[src/rtl/syscall_pkg.sv]
// -----------------------------------------------------------------------------
// syscall_pkg
// Shared definitions for the read-string syscall engine (service 8):
//   - rs_state_t       : engine state encoding
//   - constants        : service number, newline byte, writable data window
//   - char-bus layout  : 9-bit toggle-strobed character bus, TOG_BIT = 8
//   - lane_enable()    : one-hot byte-lane enable from a byte address
// No ports (package).
// -----------------------------------------------------------------------------
package syscall_pkg;

    localparam int unsigned SYSCALL_READ_STRING = 8;

    localparam logic [7:0]  NEWLINE_CHAR       = 8'h0A;
    localparam logic [31:0] DATA_BEGIN_DEFAULT = 32'h0040_0000;
    localparam logic [31:0] DATA_END_DEFAULT   = 32'h0041_0F00;

    // Character bus: bit 8 flips once per new character, [7:0] carries it.
    localparam int TOG_BIT  = 8;
    localparam int CHAR_W   = 8;

    typedef enum logic [2:0] {
        IDLE,
        WAIT,
        WCHR,
        WNUL,
        FIN
    } rs_state_t;

    // Byte lane k covers bits [8k+7:8k]; lane index = low two address bits.
    function automatic logic [3:0] lane_enable(input logic [1:0] byte_off);
        return 4'b0001 << byte_off;
    endfunction

endpackage

[src/rtl/syscall_read_string_toggle_rx.sv]
// -----------------------------------------------------------------------------
// toggle_rx
// Receiver for a toggle-strobed character bus. A character is pending while
// the bus toggle bit differs from the locally held copy (last_tog).
// Ports:
//   clk      in   system clock
//   reset    in   synchronous active-high reset; last_tog loads the bus bit
//   char_in  in   [8] toggle strobe, [7:0] character
//   resync   in   load last_tog from the bus (discards any stale toggle)
//   accept   in   consume the pending character this cycle (if valid)
//   valid    out  a new character is pending (combinational)
//   data     out  the pending character byte (combinational)
// -----------------------------------------------------------------------------
module toggle_rx
    import syscall_pkg::*;
(
    input  logic               clk,
    input  logic               reset,
    input  logic [CHAR_W:0]    char_in,
    input  logic               resync,
    input  logic               accept,
    output logic               valid,
    output logic [CHAR_W-1:0]  data
);

    logic last_tog;

    assign valid = char_in[TOG_BIT] ^ last_tog;
    assign data  = char_in[CHAR_W-1:0];

    // NOTE: registers are assigned with <= so every flop samples the
    // pre-edge values, regardless of statement order across blocks.
    always_ff @(posedge clk) begin
        if (reset || resync) begin
            last_tog <= char_in[TOG_BIT];
        end else if (accept && valid) begin
            last_tog <= char_in[TOG_BIT];
        end
    end

endmodule

[src/rtl/syscall_read_string.sv]
// -----------------------------------------------------------------------------
// syscall_read_string
// Read-string syscall engine: receives a toggle-strobed character stream and
// writes it byte-by-byte into data memory at a0, storing at most a1-1
// characters, then a NUL terminator, then pulses done.
// Optional feature macro: READ_STRING_ECHO_EN (adds char_echo output that
// re-emits each stored character in print-path toggle format).
// Ports:
//   clk, reset            clock; synchronous active-high reset
//   start                 syscall request, acted on at its rising edge
//   a0, a1                buffer address / signed length, sampled at start
//   char_in[8:0]          [8] toggle strobe, [7:0] character
//   mem_we/addr/wdata/be  single-lane byte write port to data memory
//   busy, done            request in flight / one-cycle completion pulse
//   count                 characters stored (NUL excluded), held until start
//   err                   a write fell outside [DATA_BEGIN, DATA_END]
//   char_echo[8:0]        (READ_STRING_ECHO_EN only) echo of stored chars
// -----------------------------------------------------------------------------
module syscall_read_string
    import syscall_pkg::*;
#(
    parameter logic [31:0] DATA_BEGIN = DATA_BEGIN_DEFAULT,
    parameter logic [31:0] DATA_END   = DATA_END_DEFAULT,
    parameter logic [7:0]  NEWLINE    = NEWLINE_CHAR
)(
    input  logic        clk,
    input  logic        reset,
    input  logic        start,
    input  logic [31:0] a0,
    input  logic [31:0] a1,
    input  logic [8:0]  char_in,
    output logic        mem_we,
    output logic [31:0] mem_addr,
    output logic [31:0] mem_wdata,
    output logic [3:0]  mem_be,
    output logic        busy,
    output logic        done,
    output logic [31:0] count,
    output logic        err
`ifdef READ_STRING_ECHO_EN
    ,
    output logic [8:0]  char_echo
`endif
);

    rs_state_t   state, state_n;
    logic        start_q;
    logic        start_edge;
    logic [31:0] ptr;
    logic [31:0] lim;
    logic [7:0]  char_q;
    logic        rx_valid;
    logic [7:0]  rx_data;
    logic        addr_ok;

    assign start_edge = start & ~start_q;
    assign addr_ok    = (ptr >= DATA_BEGIN) && (ptr <= DATA_END);

    toggle_rx u_rx (
        .clk     (clk),
        .reset   (reset),
        .char_in (char_in),
        .resync  ((state == IDLE) && start_edge),
        .accept  (state == WAIT),
        .valid   (rx_valid),
        .data    (rx_data)
    );

    always_ff @(posedge clk) begin
        if (reset) state <= IDLE;
        else       state <= state_n;
    end

    // NOTE: every output of this block gets a default first, so no path
    // through the case can leave a signal unassigned and infer a latch.
    always_comb begin
        state_n   = state;
        mem_we    = 1'b0;
        mem_addr  = '0;
        mem_wdata = '0;
        mem_be    = '0;
        busy      = 1'b0;
        done      = 1'b0;
        case (state)
            IDLE: begin
                if (start_edge) begin
                    if ($signed(a1) <= 0) state_n = FIN;
                    else if (a1 == 32'd1) state_n = WNUL;
                    else                  state_n = WAIT;
                end
            end
            WAIT: begin
                busy = 1'b1;
                if (rx_valid) state_n = (rx_data == 8'h00) ? WNUL : WCHR;
            end
            WCHR: begin
                busy      = 1'b1;
                mem_we    = addr_ok;
                mem_addr  = ptr;
                mem_be    = lane_enable(ptr[1:0]);
                mem_wdata = {4{char_q}};
                // count+1 is the post-write count; lim-1 leaves room for NUL.
                if (char_q == NEWLINE || (count + 32'd1) == (lim - 32'd1))
                    state_n = WNUL;
                else
                    state_n = WAIT;
            end
            WNUL: begin
                busy     = 1'b1;
                mem_we   = addr_ok;
                mem_addr = ptr;
                mem_be   = lane_enable(ptr[1:0]);
                state_n  = FIN;
            end
            FIN: begin
                done    = 1'b1;
                state_n = IDLE;
            end
            default: state_n = IDLE;
        endcase
    end

    always_ff @(posedge clk) begin
        if (reset) begin
            start_q <= 1'b0;
            ptr     <= '0;
            lim     <= '0;
            char_q  <= '0;
            count   <= '0;
            err     <= 1'b0;
        end else begin
            start_q <= start;
            case (state)
                IDLE: begin
                    if (start_edge) begin
                        ptr   <= a0;
                        lim   <= a1;
                        count <= '0;
                        err   <= 1'b0;
                    end
                end
                WAIT: begin
                    if (rx_valid) char_q <= rx_data;
                end
                WCHR: begin
                    // Out-of-window writes are dropped but still consume a
                    // slot, so ptr and count advance exactly as in range.
                    ptr   <= ptr + 32'd1;
                    count <= count + 32'd1;
                    if (!addr_ok) err <= 1'b1;
                end
                WNUL: begin
                    if (!addr_ok) err <= 1'b1;
                end
                default: ;
            endcase
        end
    end

`ifdef READ_STRING_ECHO_EN
    always_ff @(posedge clk) begin
        if (reset) begin
            char_echo <= '0;
        end else if (state == WCHR) begin
            char_echo <= {~char_echo[TOG_BIT], char_q};
        end
    end
`endif

endmodule
[config.mk]
export PLATFORM = sky130hd
export DESIGN_NAME = syscall_read_string
export DESIGN_NICKNAME = d
export VERILOG_FILES = /design/src/rtl/syscall_pkg.sv /design/src/rtl/syscall_read_string_toggle_rx.sv /design/src/rtl/syscall_read_string.sv
export SDC_FILE = /design/constraint.sdc
export NUM_CORES = 1
export LEC_CHECK = 0
export ABC_AREA = 1
export CORE_UTILIZATION = 52
export CTS_BUF_LIST = sky130_fd_sc_hd__clkbuf_8 sky130_fd_sc_hd__clkbuf_16
export DETAILED_ROUTE_END_ITERATION = 8
export PLACE_DENSITY = 0.86
export SLEW_MARGIN = 20
export SYNTH_ARGS = -nofsm -noshare
export SYNTH_HDL_FRONTEND = slang
export SYNTH_SLANG_ARGS = --single-unit
[constraint.sdc]
create_clock -name clk -period 2.6 [get_ports clk]
set_input_delay 0.39 -clock clk [delete_from_list [all_inputs] [get_ports clk]]
set_output_delay 0.39 -clock clk [all_outputs]
set_load 0.01 [all_outputs]
# Word-level counts from Yosys, hierarchy flattened
# Index checks and enable logic that the tools add are counted.
dict set report word_totals {
  output_inout_bits 104
  reg_bits 110
  input_bits 76
  elab_cells 67
}
dict set report classes {
  shifts 1
  magnitude_cmp 3
  n_mux 22
  reduce_logical 17
  eq_ne 10
  add_sub_neg 3
  bitwise 3
}
# operator count
set op_table {}
lappend op_table {{32-bit 2-to-1 mux} 4}
lappend op_table {{32-bit case mux with 2 select lines} 2}
lappend op_table {{32-bit by 1-bit adder with 32-bit output (second input constant)} 2}
lappend op_table {{32-bit by 1-bit equality test with 1-bit output (second input constant)} 1}
lappend op_table {{32-bit equality test} 1}
lappend op_table {{32-bit by 23-bit greater-or-equal comparator with 1-bit output (second input constant)} 1}
lappend op_table {{32-bit by 1-bit less-or-equal comparator with 1-bit output (second input constant)} 1}
lappend op_table {{32-bit by 23-bit less-or-equal comparator with 1-bit output (second input constant)} 1}
lappend op_table {{32-bit by 1-bit subtractor with 32-bit output (second input constant)} 1}
lappend op_table {{3-bit case mux with 4 select lines} 1}
lappend op_table {{3-bit 2-to-1 mux} 3}
lappend op_table {{8-bit by 4-bit equality test with 1-bit output (second input constant)} 1}
lappend op_table {{8-bit zero test} 1}
lappend op_table {{1-bit 2-to-1 mux} 8}
lappend op_table {{2-bit AND reduction} 4}
lappend op_table {{3-bit by 2-bit equality test with 1-bit output (second input constant)} 2}
lappend op_table {{2-bit != test (second input constant)} 3}
lappend op_table {{2-bit nonzero test} 3}
lappend op_table {{2-bit 2-to-1 mux} 2}
lappend op_table {{4-bit 2-to-1 mux} 1}
lappend op_table {{1-bit by 2-bit << shifter with 4-bit output (first input constant)} 1}
lappend op_table {{3-bit by 1-bit equality test with 1-bit output (second input constant)} 1}
lappend op_table {{3-bit equality test (second input constant)} 1}
lappend op_table {{1-bit logical AND} 3}
lappend op_table {{9 further kinds} 10}

# Longest topological paths before layout
# Gate-level depths: netlist (run 1).
dict set report depth {
  depth_word 5
  mapped_depth 20
  ltp_nobuf 20
}

# Cells and area by module
# A second synthesis (run 1) with hierarchy kept.
dict set report unflattened {
  cells_unflattened 1478
  hier_area_um2 8474.4
}
# module area_each_um2 instances cells_each seq_area_each_um2
set by_module_without_submodules {}
lappend by_module_without_submodules {syscall_read_string 8350.5 1 1461 2182.1}
lappend by_module_without_submodules {toggle_rx 123.9 1 17 30.0}

# Worst setup path before layout (run 1)
# Ideal clock, no wire load.
dict set report synth_timing {
  path_type {flip-flop to flip-flop}
  from {register count[0]}
  to {register state[1]}
  n_path_buf 0
  t_arrival_ns 1.940
  setup_slack_ns 0.534
  period_less_slack_ns 2.066
  t_required_ns 2.475
  path_stages_with_launch 19
  cell_sequence {dfxtp_1 -> ha_1 -> nand3_1 -> nor2_1 -> nand3_1 -> nor2_1 -> nand2_1 -> nand2_1 -> nand2_1 -> nand2_1 -> nor2_1 -> nand2_1 -> nor2_1 -> nand3_1 -> nand2_1 -> nand2_1 -> nand2_1 -> nand2_1 -> nor2_2}
}
dict set report synth_between {
  elab_chain_len 5
}
# element line_no
set synth_lines {}
lappend synth_lines {{from (decl)} syscall_read_string.sv:38} ;# output logic [31:0] count,
lappend synth_lines {{from (signal assigned)} syscall_read_string.sv:149} ;# count <= count + 32'd1;
lappend synth_lines {{32-bit by 1-bit adder with 32-bit output} syscall_read_string.sv:103} ;# if (char_q == NEWLINE || (count + 32'd1) == (lim - 32'd1))
lappend synth_lines {{32-bit equality test} syscall_read_string.sv:103}
lappend synth_lines {{1-bit logical OR} syscall_read_string.sv:103}
lappend synth_lines {{2-bit 2-to-1 mux} syscall_read_string.sv:103}
lappend synth_lines {{3-bit case mux with 4 select lines} syscall_read_string.sv:84} ;# case (state)
lappend synth_lines {{to (signal assigned)} syscall_read_string.sv:71} ;# else state <= state_n;
lappend synth_lines {{to (decl)} syscall_read_string.sv:46} ;# rs_state_t state, state_n;
# Every way passes these cells.
# A chain may end at the register's enable or synchronous reset.

# Worst setup path after layout (run 1)
dict set report layout_timing {
  from {register state[1]}
  to {output mem_wdata[5]}
}
dict set report layout_between {
  elab_chain_len 2
}
# element line_no
set layout_lines {}
lappend layout_lines {{3-bit by 2-bit equality test with 1-bit output} syscall_read_string.sv:84}
lappend layout_lines {{32-bit 2-to-1 mux} syscall_read_string.sv:84}
lappend layout_lines {{to (decl)} syscall_read_string.sv:34} ;# output logic [31:0] mem_wdata,
# Every way passes these cells.

==> results of run 1 <==
## layout make-up
| class | count | area (um2) | share of cell area [%] |
|---|---|---|---|
| multi-input combinational | 1076 | 5100 | 47.8 |
| sequential | 110 | 2220 | 20.8 |
| timing repair buffer | 223 | 2170 | 20.3 |
| inverter | 161 | 608 | 5.70 |
| tap | 211 | 264 | 2.47 |
| clock buffer | 9 | 225 | 2.11 |
| clock inverter | 7 | 81.3 | 0.762 |
| timing repair inverter | 1 | 7.51 | 0.0703 |
## through the flow
step           cell area [um2]  std cells  hold slack [ns]
2_1_floorplan             8160       1415            0.438
3_3_place_gp             10200       1773            0.451
3_5_place_dp             10200       1773            0.464
4_1_cts                  10500       1790            0.476
5_1_grt                  10700       1798            0.473
6_report                 10700       1798            0.459
## routing by layer
metal | vias to the layer above | share of wire, %
li1 | 4838 | -
met3 | 56 | 8.4
met1 | 4465 | 42
met4 | 0 | 2.9
met5 | - | 0
met2 | 441 | 46
## layout by cell type, fill, tap and decap left out, types with 2 or more instances in the layout
| master | n |
|---|---|
| inv_8 | 2 |
| o211ai_1 | 4 |
| buf_4 | 41 |
| nor2_2 | 20 |
| nand3_2 | 2 |
| nor2_4 | 15 |
| nor3_1 | 17 |
| nand3_1 | 75 |
| nor2_1 | 185 |
| or2_2 | 2 |
| xor2_1 | 26 |
| o221ai_1 | 5 |
| nand4_1 | 20 |
| clkbuf_16 | 9 |
| nand2_1 | 447 |
| dfxtp_2 | 6 |
| inv_1 | 157 |
| nor4_1 | 17 |
| o21ai_1 | 5 |
| ha_1 | 5 |
| nor4_2 | 2 |
| a311oi_1 | 2 |
| nor3_2 | 2 |
| o21bai_1 | 7 |
| a21oi_1 | 102 |
| a211oi_1 | 3 |
| clkdlybuf4s50_1 | 168 |
| xnor2_1 | 12 |
| nand2_2 | 7 |
| buf_12 | 2 |
| a31oi_1 | 10 |
| nand3b_1 | 2 |
| dfxtp_1 | 103 |
| inv_2 | 4 |
| clkinvlp_4 | 3 |
| o21ai_0 | 73 |
| dlymetal6s2s_1 | 9 |
## cell families after synthesis
family                     count (synthesis)  synth area share [%]
and+or+nand+nor                          816                  41.6
buffers and inverters                    229                  11.9
AOI/OAI and AO/OA                        216                  14.4
DFF                                      110                  27.1
xor gates and xnor gates                  38                  4.08
adders and majority gates                  6                 0.921
## registers in the layout, summed over array words and instances, names as in the netlist
| register | flops |
|---|---|
| ptr | 32 |
| u_rx.last_tog | 1 |
| err | 1 |
| state | 3 |
| start_q | 1 |
| char_q | 8 |
| lim | 32 |
| count | 32 |
## what timing repair did
action,CTS,global route
buffers inserted,1,7
cloned,0,1
setup endpoints to repair,7,39
gates resized for setup,3,48
pin swaps,1,5
## power groups by stage
| stage | registers, W | clock network (W) | logic (W) |
|---|---|---|---|
| final | 0.00196 | 0.00150 | 0.00150 |
| after global routing | 0.00197 | 0.00156 | 0.00166 |
| after CTS | 0.00195 | 0.00149 | 0.00145 |
| after detailed placement | 0.00198 | 0 | 0.00144 |
| after global placement | 0.00198 | 0 | 0.00142 |
| after floorplan | 0.00195 | 0 | 0.000952 |
## how the worst max path moves through the flow
stage                     startpoint            end  slack (ns)  depth (start not counted)
after global routing        state[1]   mem_wdata[5]       -0.02                          8
after floorplan             count[0]       state[1]        0.53                         18
after detailed placement    count[1]       state[1]        0.06                         13
after CTS                   state[1]  mem_wdata[10]       -0.02                          7
final                       state[1]   mem_wdata[5]        0.05                          8
after global placement      count[1]       state[1]        0.11                         13
==> summary.md, run 1 <==
| Metric | Value |
|---|---|
| Status | `finished, final reports clean` |
| PwrDens | `464 mW/mm2` |
| Crit start category | `flip-flop` |
| Detail Route Antenna Nets | `0` |
| Worst r2r dst | `ptr[26]` |
| Switching part of the total power | `37.1%` |
| Clk Tree Root Cell | `clkbuf_16` |
| Clock sink total | `110` |
| Clock Tree Buf Depth | `2` |
| Gr ovfl total | `0` |
| Share of cells above drive strength 1 | `7.81%` |
| Chip height | `127 um` |
| M2 GR Usage | `58.3%` |
| DR DRC count | `0` |
| Largest area contributor in the netlist | `dfxtp_1` |
| Initial antenna violation count | `0` |
| GRT busiest layer | `met2` |
| Final WL | `28300 um` |
| GRT Util Overall | `35.2%` |
| Core Util, Final | `70.0%` |
| Relative slew slack | `49.0%` |
| ANT cells | `0` |
| Synth top cells by count | `450 x nand2_1, 203 x nor2_1, 156 x inv_1` |
| Worst vdd ir | `364 uV` |
| DP Wirelength | `21200 um` |
| Internal power | `0.00312 W` |
| Top cells by area, synth | `dfxtp_1 27%, nand2_1 21%, nor2_1 9.3%` |
| CP Data Required Time | `2.21 ns` |
| Maxcap violations | `0` |
| Worst Setup Slack, final | `0.0526 ns` |
| Fmax | `0.393 GHz` |
| Number of global-route vias before repair | `8944` |
| Hold endpoint | `count[0]` |
| RR Startpoint | `ptr[0]` |
| Slowest stage cell, crit path | `clkdlybuf4s50_1` |
| H-tree depth | `3` |
| Via Count | `9800` |
| Actual slew at the worst max-slew pin | `0.765 ns` |
| Area share of the largest cell type after synthesis | `26.8%` |
| Critical path arrival | `2.16 ns` |
| CTS buffer count | `9` |
| Register area share after synthesis | `27.1%` |
| Final Wtd Congestion | `1.01` |
| DRT iter0 DRCs | `1027` |
| Post-route clock period utilization | `98.0%` |
| Worst setup EP type | `output pin` |
| Max FO, Critical Path | `4` |
| DP Worst Slack | `0.0566 ns` |
| Vias per cell | `5.45` |
| Fin Clk Skew | `0.0164 ns` |
| Yosys reg bits | `110` |
| M1 GR Usage | `45.6%` |
| IO Count | `180` |
| Yosys cell types | `42` |
| Largest net degree at the start of global routing | `73` |
| Clk slew on worst S/H paths | `0.08 ns` |
| Syn Nets | `1497` |
| Syn. warnings | `0` |
| Total power | `0.00495 W` |
| Synth Flop Type | `dfxtp_1` |
| Count leader, synth | `nand2_1` |
| Leak | `4.35 nW` |
| Worst path top cell family by delay | `buffers and inverters` |
| Cells after synthesis | `1415` |
| Fin Setup TNS | `0 ns` |
| Ordered cell list for the critical path | `inv_1, nor2_2, inv_1, nor2_4, clkinvlp_4, buf_4, nor2_4, clkdlybuf4s50_1` |
| CTS tree | `done` |
| Final setup violation count | `0` |
| Clk_lat worst skew | `0.37 ns` |
| Filler cells | `1365` |
| # nets final | `1664` |
| Area Overhead vs Synth | `30.9%` |
| Die X | `127 um` |
| Total count of hold-check failures in the final report | `0` |
| Classification of the worst-slack hold path | `flip-flop to flip-flop` |
| Starting Density | `53.4%` |
| Final min period | `2.55 ns` |
| FP Rows | `45` |
| Max-slew violation count | `0` |
| Worst Reg-to-Reg Cells | `13` |
| Worst Hold Depth | `1` |
| IO buf count | `179` |
| WL/cell | `15.8 um` |
| Initial DRT Pass Iterations | `5` |
| Area of the core | `0.0153 mm2` |
| Count of flip-flops with a built-in enable after synthesis | `1` |
| WP buf/inv | `5` |
| GR Util met3 | `6.49%` |
| Critical path class | `flip-flop to output pin` |
| CP peak stage delay | `0.57 ns` |
| Reg-to-reg slack, setup | `0.18 ns` |
| Gate power share | `30.3%` |
| Avg Inst Size Synth | `5.76 um2` |
| Post-CTS Hold Buffers | `0` |
| Worst Hold Launch | `count[0]` |
| First-pass GRT wire length | `45000 um` |
| P_sw | `0.00184 W` |
| Mapped Area | `0.00816 mm2` |
| Reg power frac | `39.5%` |
| Async SR Flop Fraction | `0%` |
| Die area | `0.0162 mm2` |
| Clock Power Share | `30.2%` |
(Power assumes the default switching activity.)
==> run 2: changes to the inputs <==
--- a/config.mk
+++ b/config.mk
@@ -6,11 +6,13 @@
 export NUM_CORES = 1
 export LEC_CHECK = 0
 export ABC_AREA = 1
-export CORE_UTILIZATION = 52
+export CAP_MARGIN = 5
+export CORE_UTILIZATION = 57
 export CTS_BUF_LIST = sky130_fd_sc_hd__clkbuf_8 sky130_fd_sc_hd__clkbuf_16
 export DETAILED_ROUTE_END_ITERATION = 8
-export PLACE_DENSITY = 0.86
+export PLACE_DENSITY = 0.92
 export SLEW_MARGIN = 20
 export SYNTH_ARGS = -nofsm -noshare
 export SYNTH_HDL_FRONTEND = slang
+export SYNTH_HIERARCHICAL = 1
 export SYNTH_SLANG_ARGS = --single-unit
==> constraint.sdc (replaced) <==
create_clock -name clk -period 3.2 [get_ports clk]
set_input_delay 0.48 -clock clk [delete_from_list [all_inputs] [get_ports clk]]
set_output_delay 0.48 -clock clk [all_outputs]
set_load 0.01 [all_outputs]
==> run 2 against run 1 <==
Net effect:
- critical path depth is 3 lower
- non-clock buffer count decreased by 35
- register-to-register slack gained 0.34 ns
- first-iteration DRC count down 6.1%
- clock skew decreased by 0.0058 ns
- worst hold slack improved by 0.016 ns
- combinational power is 25% lower
- sequential power shrank 19%
- die area shrank 5.1%
- cell count is 0.44% lower
- design area shrank 2.0%
- critical endpoint is now mem_we
- largest cell class unchanged
- largest power group unchanged
==> summary.md, run 2 <==
| Metric | Value |
|---|---|
| FP Rows | `44 (-2.2%)` |
| Status | `finished, final reports clean` |
| Fmax | `0.343 GHz` |
| CTS buffer count | `9 (unchanged)` |
| Via Count | `10032 (+2.4%)` |
| Worst vdd ir | `264 uV (-27%)` |
| Final Wtd Congestion | `1.01 (-0.82%)` |
| WL/cell | `15.4 um (-2.2%)` |
| Gate power share | `29.4% (-0.9 points)` |
| IO buf count | `179 (unchanged)` |
| Clk Tree Root Cell | `clkbuf_16` |
| Clock sink total | `110 (unchanged)` |
| Die area | `0.0154 mm2 (-5.1%)` |
| Footprint of the multi-input gates | `0.00522 mm2 (+2.4%)` |
| RR Startpoint | `count[0]` |
| Leak | `4.27 nW (-1.9%)` |
| DR DRC count | `0 (unchanged)` |
| IO Count | `180 (unchanged)` |
| RSZ-0062 raised after global routing | `no` |
| Starting Density | `58.3% (+4.9 points)` |
| Chip height | `124 um (-2.6%)` |
| Area share of the largest cell type after synthesis | `25.7% (-1.0 points)` |
| Post-CTS Hold Buffers | `0 (unchanged)` |
| Top cells by area, synth | `dfxtp_1 26%, nand2_1 22%, nor2_1 8.6%` |
| H-tree depth | `3 (unchanged)` |
| Largest area contributor in the netlist | `dfxtp_1` |
| Classification of the worst-slack hold path | `flip-flop to flip-flop` |
| DP Wirelength | `21300 um (+0.49%)` |
| Final min period | `2.91 ns` |
| First-pass GRT wire length | `43000 um (-4.5%)` |
| Syn. warnings | `6 (+6)` |
| Clk_lat worst skew | `0.37 ns (about the same)` |
| GRT Util Overall | `36.1% (+0.98 points)` |
| Initial antenna violation count | `0 (unchanged)` |
| Most frequent cells in the layout | `493 x nand2_1, 193 x nor2_1, 178 x clkdlybuf4s50_1, 163 x inv_1, 109 x dfxtp_1` |
| Fin Setup TNS | `0 ns (unchanged)` |
| Post-route clock period utilization | `91.1%` |
| Maxcap violations | `0 (unchanged)` |
| PwrDens | `367 mW/mm2 (-21%)` |
| Number of global-route vias before repair | `8953 (+0.10%)` |
| Worst Setup SP | `ptr[22]` |
| # resized after CTS | `0 (-3)` |
| DRT iter0 DRCs | `964 (-6.1%)` |
| Detail Route Antenna Nets | `0 (unchanged)` |
| Actual slew at the worst max-slew pin | `0.749 ns (-0.0165 ns)` |
| Area Overhead vs Synth | `23.4%` |
| Switching part of the total power | `37.1% (about the same)` |
| Mapped Area | `0.00847 mm2 (+3.9%)` |
| Internal power | `0.00241 W (-23%)` |
| Synth top cells by count | `494 x nand2_1, 195 x nor2_1, 162 x inv_1` |
| Async SR Flop Fraction | `0% (unchanged)` |
| Yosys reg bits | `110 (unchanged)` |
| Register Area | `0.00221 mm2 (-0.34%)` |
| Most common cell after layout, fill and taps aside | `nand2_1` |
| Min Hold Slack | `0.476 ns (+0.0165 ns)` |
| Count leader, synth | `nand2_1` |
| Filler cells | `1277 (-6.4%)` |
| Initial DRT Pass Iterations | `6 (+1)` |
| Clock Tree Buf Depth | `2 (unchanged)` |
| CTS tree | `done` |
| Critical path arrival | `2.43 ns (+0.27 ns)` |
| Avg Inst Size Synth | `5.73 um2 (-0.52%)` |
| Reg power frac | `41.3% (+1.8 points)` |
| Total setup buffers inserted after CTS | `0 (-1)` |
| Clock Power Share | `29.3% (-0.9 points)` |
| Relative slew slack | `50.1% (+1.1 points)` |
| Synth Flop Type | `dfxtp_1` |
| Largest registers | `count (32), lim (32), ptr (32)` |
| Share of cells above drive strength 1 | `5.29% (-2.5 points)` |
| Largest net degree at the start of global routing | `71 (-2.7%)` |
| ANT cells | `0 (unchanged)` |
| Max FO, Critical Path | `7 (+3)` |
| Final setup violation count | `0 (unchanged)` |
| Yosys cell types | `43 (+2.4%)` |
| Final WL | `27600 um (-2.7%)` |
| Clk slew on worst S/H paths | `0.08 ns (about the same)` |
| Syn Nets | `1560 (+4.2%)` |
| CP Data Required Time | `2.72 ns (+0.51 ns)` |
| Gr ovfl total | `0 (unchanged)` |
| Cells after synthesis | `1478 (+4.5%)` |
| Worst setup EP type | `output pin` |
| # nets final | `1683 (+1.1%)` |
| Crit start category | `flip-flop` |
| Max-slew violation count | `0 (unchanged)` |
| Total count of hold-check failures in the final report | `0 (unchanged)` |
| P_sw | `0.00142 W (-23%)` |
| Core Util, Final | `72.0% (+2.0 points)` |
| Die X | `124 um (-2.6%)` |
| Register area share after synthesis | `26.1% (-1.0 points)` |
| Critical path class | `flip-flop to output pin` |
| Worst Hold Launch | `char_q[4]` |
| Fin Clk Skew | `0.0106 ns (-0.00582 ns)` |
| Vias per cell | `5.60 (+2.8%)` |
| Count of flip-flops with a built-in enable after synthesis | `1 (unchanged)` |
| Area of the core | `0.0145 mm2 (-4.7%)` |
==> run 2: cell types whose count changed in the layout (fill, tap and decap cells not counted), sizes merged, moves of 8 or more <==
| cell | before | now |
|---|---|---|
| xnor2 | 12 | 4 |
| dlymetal6s2s | 9 | 0 |
| buf | 45 | 10 |
| o21ai | 78 | 68 |
| inv | 164 | 173 |
| nand2 | 455 | 511 |
| clkdlybuf4s50 | 168 | 178 |
==> run 2: layout make-up <==
cell class / instances / share of cell area [%]
Clock inverter: 7 / 0.574
Clock buffer: 9 / 2.15
Inverter: 171 / 6.14
Tap cell: 184 / 2.20
Sequential cell: 110 / 21.1
Timing Repair Buffer: 188 / 17.8
Multi-Input combinational cell: 1121 / 49.9
==> run 2: worst paths after layout <==
path                            slack [ns]         to  cells past startpoint
worst max-delay path                  0.29     mem_we                      5
worst min-delay path                  0.48  char_q[4]                      2
worst max register to register        0.52   state[1]                     19
worst min register to register        0.48  char_q[4]                      2
==> run 2: kinds of logic after synthesis <==
group	Yosys count	share of synthesized area (%)
XOR/XNOR	23	2.38
flip-flops	110	26.1
buffers and inverters	247	12.5
AO/OA/AOI/OAI	213	13.7
AND/OR/NAND/NOR	879	44.5
adder cells (fa/ha/maj)	6	0.886
==> run 2: routing by layer <==
metal | global-route usage [%] | wire length [um] | vias up
met5 | 0 | 0 | -
met4 | 19.1 | 1290 | 0
met3 | 6.50 | 2510 | 79
met2 | 60.4 | 12800 | 511
met1 | 44.1 | 10900 | 4518
li1 | - | - | 4924
==> run 2: worst max-delay path, stage by stage, from the launching register on <==
cell,delay [ns]
dfxtp_1,0.44
inv_1,0.12
a2111oi_0,0.47
nand4_1,0.15
a31oi_1,0.29
clkdlybuf4s50_1,0.60
==> run 2: power groups by stage <==
stage	clock network [W]	registers [W]	logic, W
floorplan	0	0.00158	0.000769
global placement	0	0.00161	0.00107
detailed placement	0	0.00161	0.00110
CTS	0.00112	0.00158	0.00110
global route	0.00117	0.00160	0.00125
finish	0.00112	0.00158	0.00113
==> run 2: per-stage QoR <==
step / cells / worst slack, ns / total power [W] / area, um2
final: 1790 / 0.285 / 0.00384 / 10500
after global routing: 1790 / 0.202 / 0.00402 / 10500
after CTS: 1790 / 0.409 / 0.00381 / 10500
after detailed placement: 1774 / 0.593 / 0.00271 / 10200
after global placement: 1774 / 0.632 / 0.00268 / 10200
after floorplan: 1478 / 1.16 / 0.00235 / 8470
==> run 3: changes to the inputs <==
--- a/config.mk
+++ b/config.mk
@@ -7,8 +7,10 @@
 export LEC_CHECK = 0
 export ABC_AREA = 1
 export CAP_MARGIN = 5
+export CORE_ASPECT_RATIO = 1.2
 export CORE_UTILIZATION = 57
 export CTS_BUF_LIST = sky130_fd_sc_hd__clkbuf_8 sky130_fd_sc_hd__clkbuf_16
+export CTS_CLUSTER_DIAMETER = 30
 export DETAILED_ROUTE_END_ITERATION = 8
 export PLACE_DENSITY = 0.92
 export SLEW_MARGIN = 20
==> run 3 against run 2 <==
Net effect:
- die area is essentially flat
- maximum frequency grew 1.7%
- cell count grew 0.89%
- worst hold slack gained 0.0052 ns
- non-clock buffer count is the same
- global-route usage grew 0.70 points
- critical endpoint unchanged
- highest routed layer unchanged
==> summary.md, run 3 (synthesis results as in run 2) <==
| Metric | Value |
|---|---|
| DRT iter0 DRCs | `996 (+3.3%)` |
| WP buf/inv | `2 (unchanged)` |
| Die area | `0.0154 mm2 (about the same)` |
| Via Count | `9966 (-0.66%)` |
| Relative slew slack | `49.8% (-0.33 points)` |
| CP Data Required Time | `2.72 ns (about the same)` |
| # nets final | `1683 (unchanged)` |
| Reg-to-reg slack, setup | `0.44 ns (-0.08 ns)` |
| Largest net degree at the start of global routing | `71 (unchanged)` |
| Classification of the worst-slack hold path | `flip-flop to flip-flop` |
| Number of global-route vias before repair | `9229 (+3.1%)` |
| Area of the core | `0.0145 mm2 (-0.41%)` |
| WL/cell | `15.5 um (+0.49%)` |
| Clk slew on worst S/H paths | `0.08 ns (about the same)` |
| Total count of hold-check failures in the final report | `0 (unchanged)` |
| Most frequent cells in the layout | `493 x nand2_1, 193 x nor2_1, 178 x clkdlybuf4s50_1, 162 x inv_1, 109 x dfxtp_1` |
| H-tree depth | `3 (unchanged)` |
| PwrDens | `382 mW/mm2 (+4.3%)` |
| Detail Route Antenna Nets | `0 (unchanged)` |
| # resized after CTS | `0 (unchanged)` |
| Initial antenna violation count | `0 (unchanged)` |
| Fin Clk Skew | `0.0123 ns (+0.00173 ns)` |
| Cell depth of the worst setup path | `6 (+1)` |
| Worst setup EP type | `output pin` |
| DR DRC count | `0 (unchanged)` |
| Filler cells | `1213 (-5.0%)` |
| Total setup buffers inserted after CTS | `0 (unchanged)` |
| Max-slew violation count | `0 (unchanged)` |
| Final Wtd Congestion | `0.979 (-2.7%)` |
| Max FO, Critical Path | `5 (-2)` |
| Starting Density | `58.5% (+0.24 points)` |
| Area Overhead vs Synth | `24.1%` |
| Slowest stage cell, crit path | `clkdlybuf4s50_1` |
| Critical path class | `flip-flop to output pin` |
| Cell Area, Placed | `0.0102 mm2 (about the same)` |
| RSZ-0062 raised after global routing | `no` |
| Post-CTS Hold Buffers | `0 (unchanged)` |
| Clock sink total | `110 (unchanged)` |
| IO Count | `180 (unchanged)` |
| Most common cell after layout, fill and taps aside | `nand2_1` |
| CTS tree | `done` |
| First-pass GRT wire length | `44500 um (+3.6%)` |
| Worst Reg-to-Reg Cells | `17 (-2)` |
| Leak | `4.29 nW (+0.33%)` |
| GRT Util Overall | `36.8% (+0.70 points)` |
| FP Rows | `48 (+9.1%)` |
| Worst vdd ir | `282 uV (+6.6%)` |
| Share of cells above drive strength 1 | `5.35% (+0.062 points)` |
| Final setup violation count | `0 (unchanged)` |
| Clock Tree Buf Depth | `2 (unchanged)` |
| Maxcap violations | `0 (unchanged)` |
| DP Wirelength | `21400 um (+0.63%)` |
| Crit start category | `flip-flop` |
| IO buf count | `179 (unchanged)` |
| Status | `finished, final reports clean` |
| Final min period | `2.87 ns (-0.0493 ns)` |
| Fmax | `0.349 GHz (+1.7%)` |
| Worst Hold Depth | `2 (unchanged)` |
| Largest registers | `count (32), lim (32), ptr (32)` |
| Critical path arrival | `2.39 ns (-0.04 ns)` |
| Initial DRT Pass Iterations | `7 (+1)` |
| CTS buffer count | `9 (unchanged)` |
| Chip height | `136 um (+9.4%)` |
| Clk_lat worst skew | `0.37 ns (about the same)` |
| Gr ovfl total | `0 (unchanged)` |
| CP peak stage delay | `0.59 ns (about the same)` |
| Worst path top cell family by delay | `buffers and inverters` |
| Post-route clock period utilization | `89.5% (-1.5 points)` |
| Actual slew at the worst max-slew pin | `0.754 ns (+0.00488 ns)` |
| Fin Setup TNS | `0 ns (unchanged)` |
| Ordered cell list for the critical path | `inv_1, nand2_1, a2111oi_0, nand4_1, a31oi_1, clkdlybuf4s50_1` |
| Final WL | `28000 um (+1.4%)` |
| ANT cells | `0 (unchanged)` |
| Vias per cell | `5.52 (-1.5%)` |
| Clk Tree Root Cell | `clkbuf_16` |
| Cell area after layout | `0.0105 mm2 (+0.56%)` |
| Die X | `113 um (-8.6%)` |
-- run 3: cell count changes in the layout (fill, tap and decap cells not counted), sizes merged --
cell / previous run / this run
bufinv: 0 / 2
clkinv: 5 / 3
-- run 3: worst register-to-register path: cells and delay by family (launching register included) --
kind,cells,cell delay [ns]
adder cells (fa/ha/maj),1,0.27
XOR/XNOR,1,0.10
AND/OR/NAND/NOR,15,1.77
flip-flops,1,0.55
-- run 3: per-stage QoR --
stage	worst slack, ns	util [%]	power [W]	hold slack, ns	cells
final	0.335	72.7	0.00402	0.481	1806
after global routing	0.203	72.7	0.00420	0.512	1806
after CTS	0.410	72.7	0.00400	0.481	1806
after detailed placement	0.477	70.3	0.00272	0.469	1790
after global placement	0.553	70.3	0.00269	0.462	1790
after floorplan	1.16	-	0.00235	0.438	1478
-- run 3: power breakdown --
group          switching, W  internal (W)
Combinational      0.000742      0.000395
Clock              0.000595      0.000706
Sequential         0.000114       0.00147
-- run 3: worst paths after layout --
check	start	to
setup / recovery	state[2]	mem_we
hold / removal	char_q[1]	char_q[1]
setup reg to reg	count[0]	state[1]
hold reg to reg	char_q[1]	char_q[1]
-- run 3: metal layers --
| metal | part of all wire [%] | up-vias | GRT usage, % |
|---|---|---|---|
| met5 | 0 | - | 0 |
| met4 | 6.5 | 0 | 25.7 |
| met3 | 7.4 | 110 | 6.40 |
| met2 | 48 | 444 | 63.8 |
| met1 | 38 | 4482 | 41.1 |
| li1 | - | 4930 | - |
-- run 3: final cells by class --
class / instances / area (um2) / area share (%)
repair buffers: 188 / 1850 / 17.6
clock buffers: 9 / 225 / 2.14
inverters: 171 / 642 / 6.10
clock inverters: 7 / 111 / 1.06
well taps: 200 / 250 / 2.38
multi-input cells: 1121 / 5220 / 49.7
flip-flops and latches: 110 / 2210 / 21.0
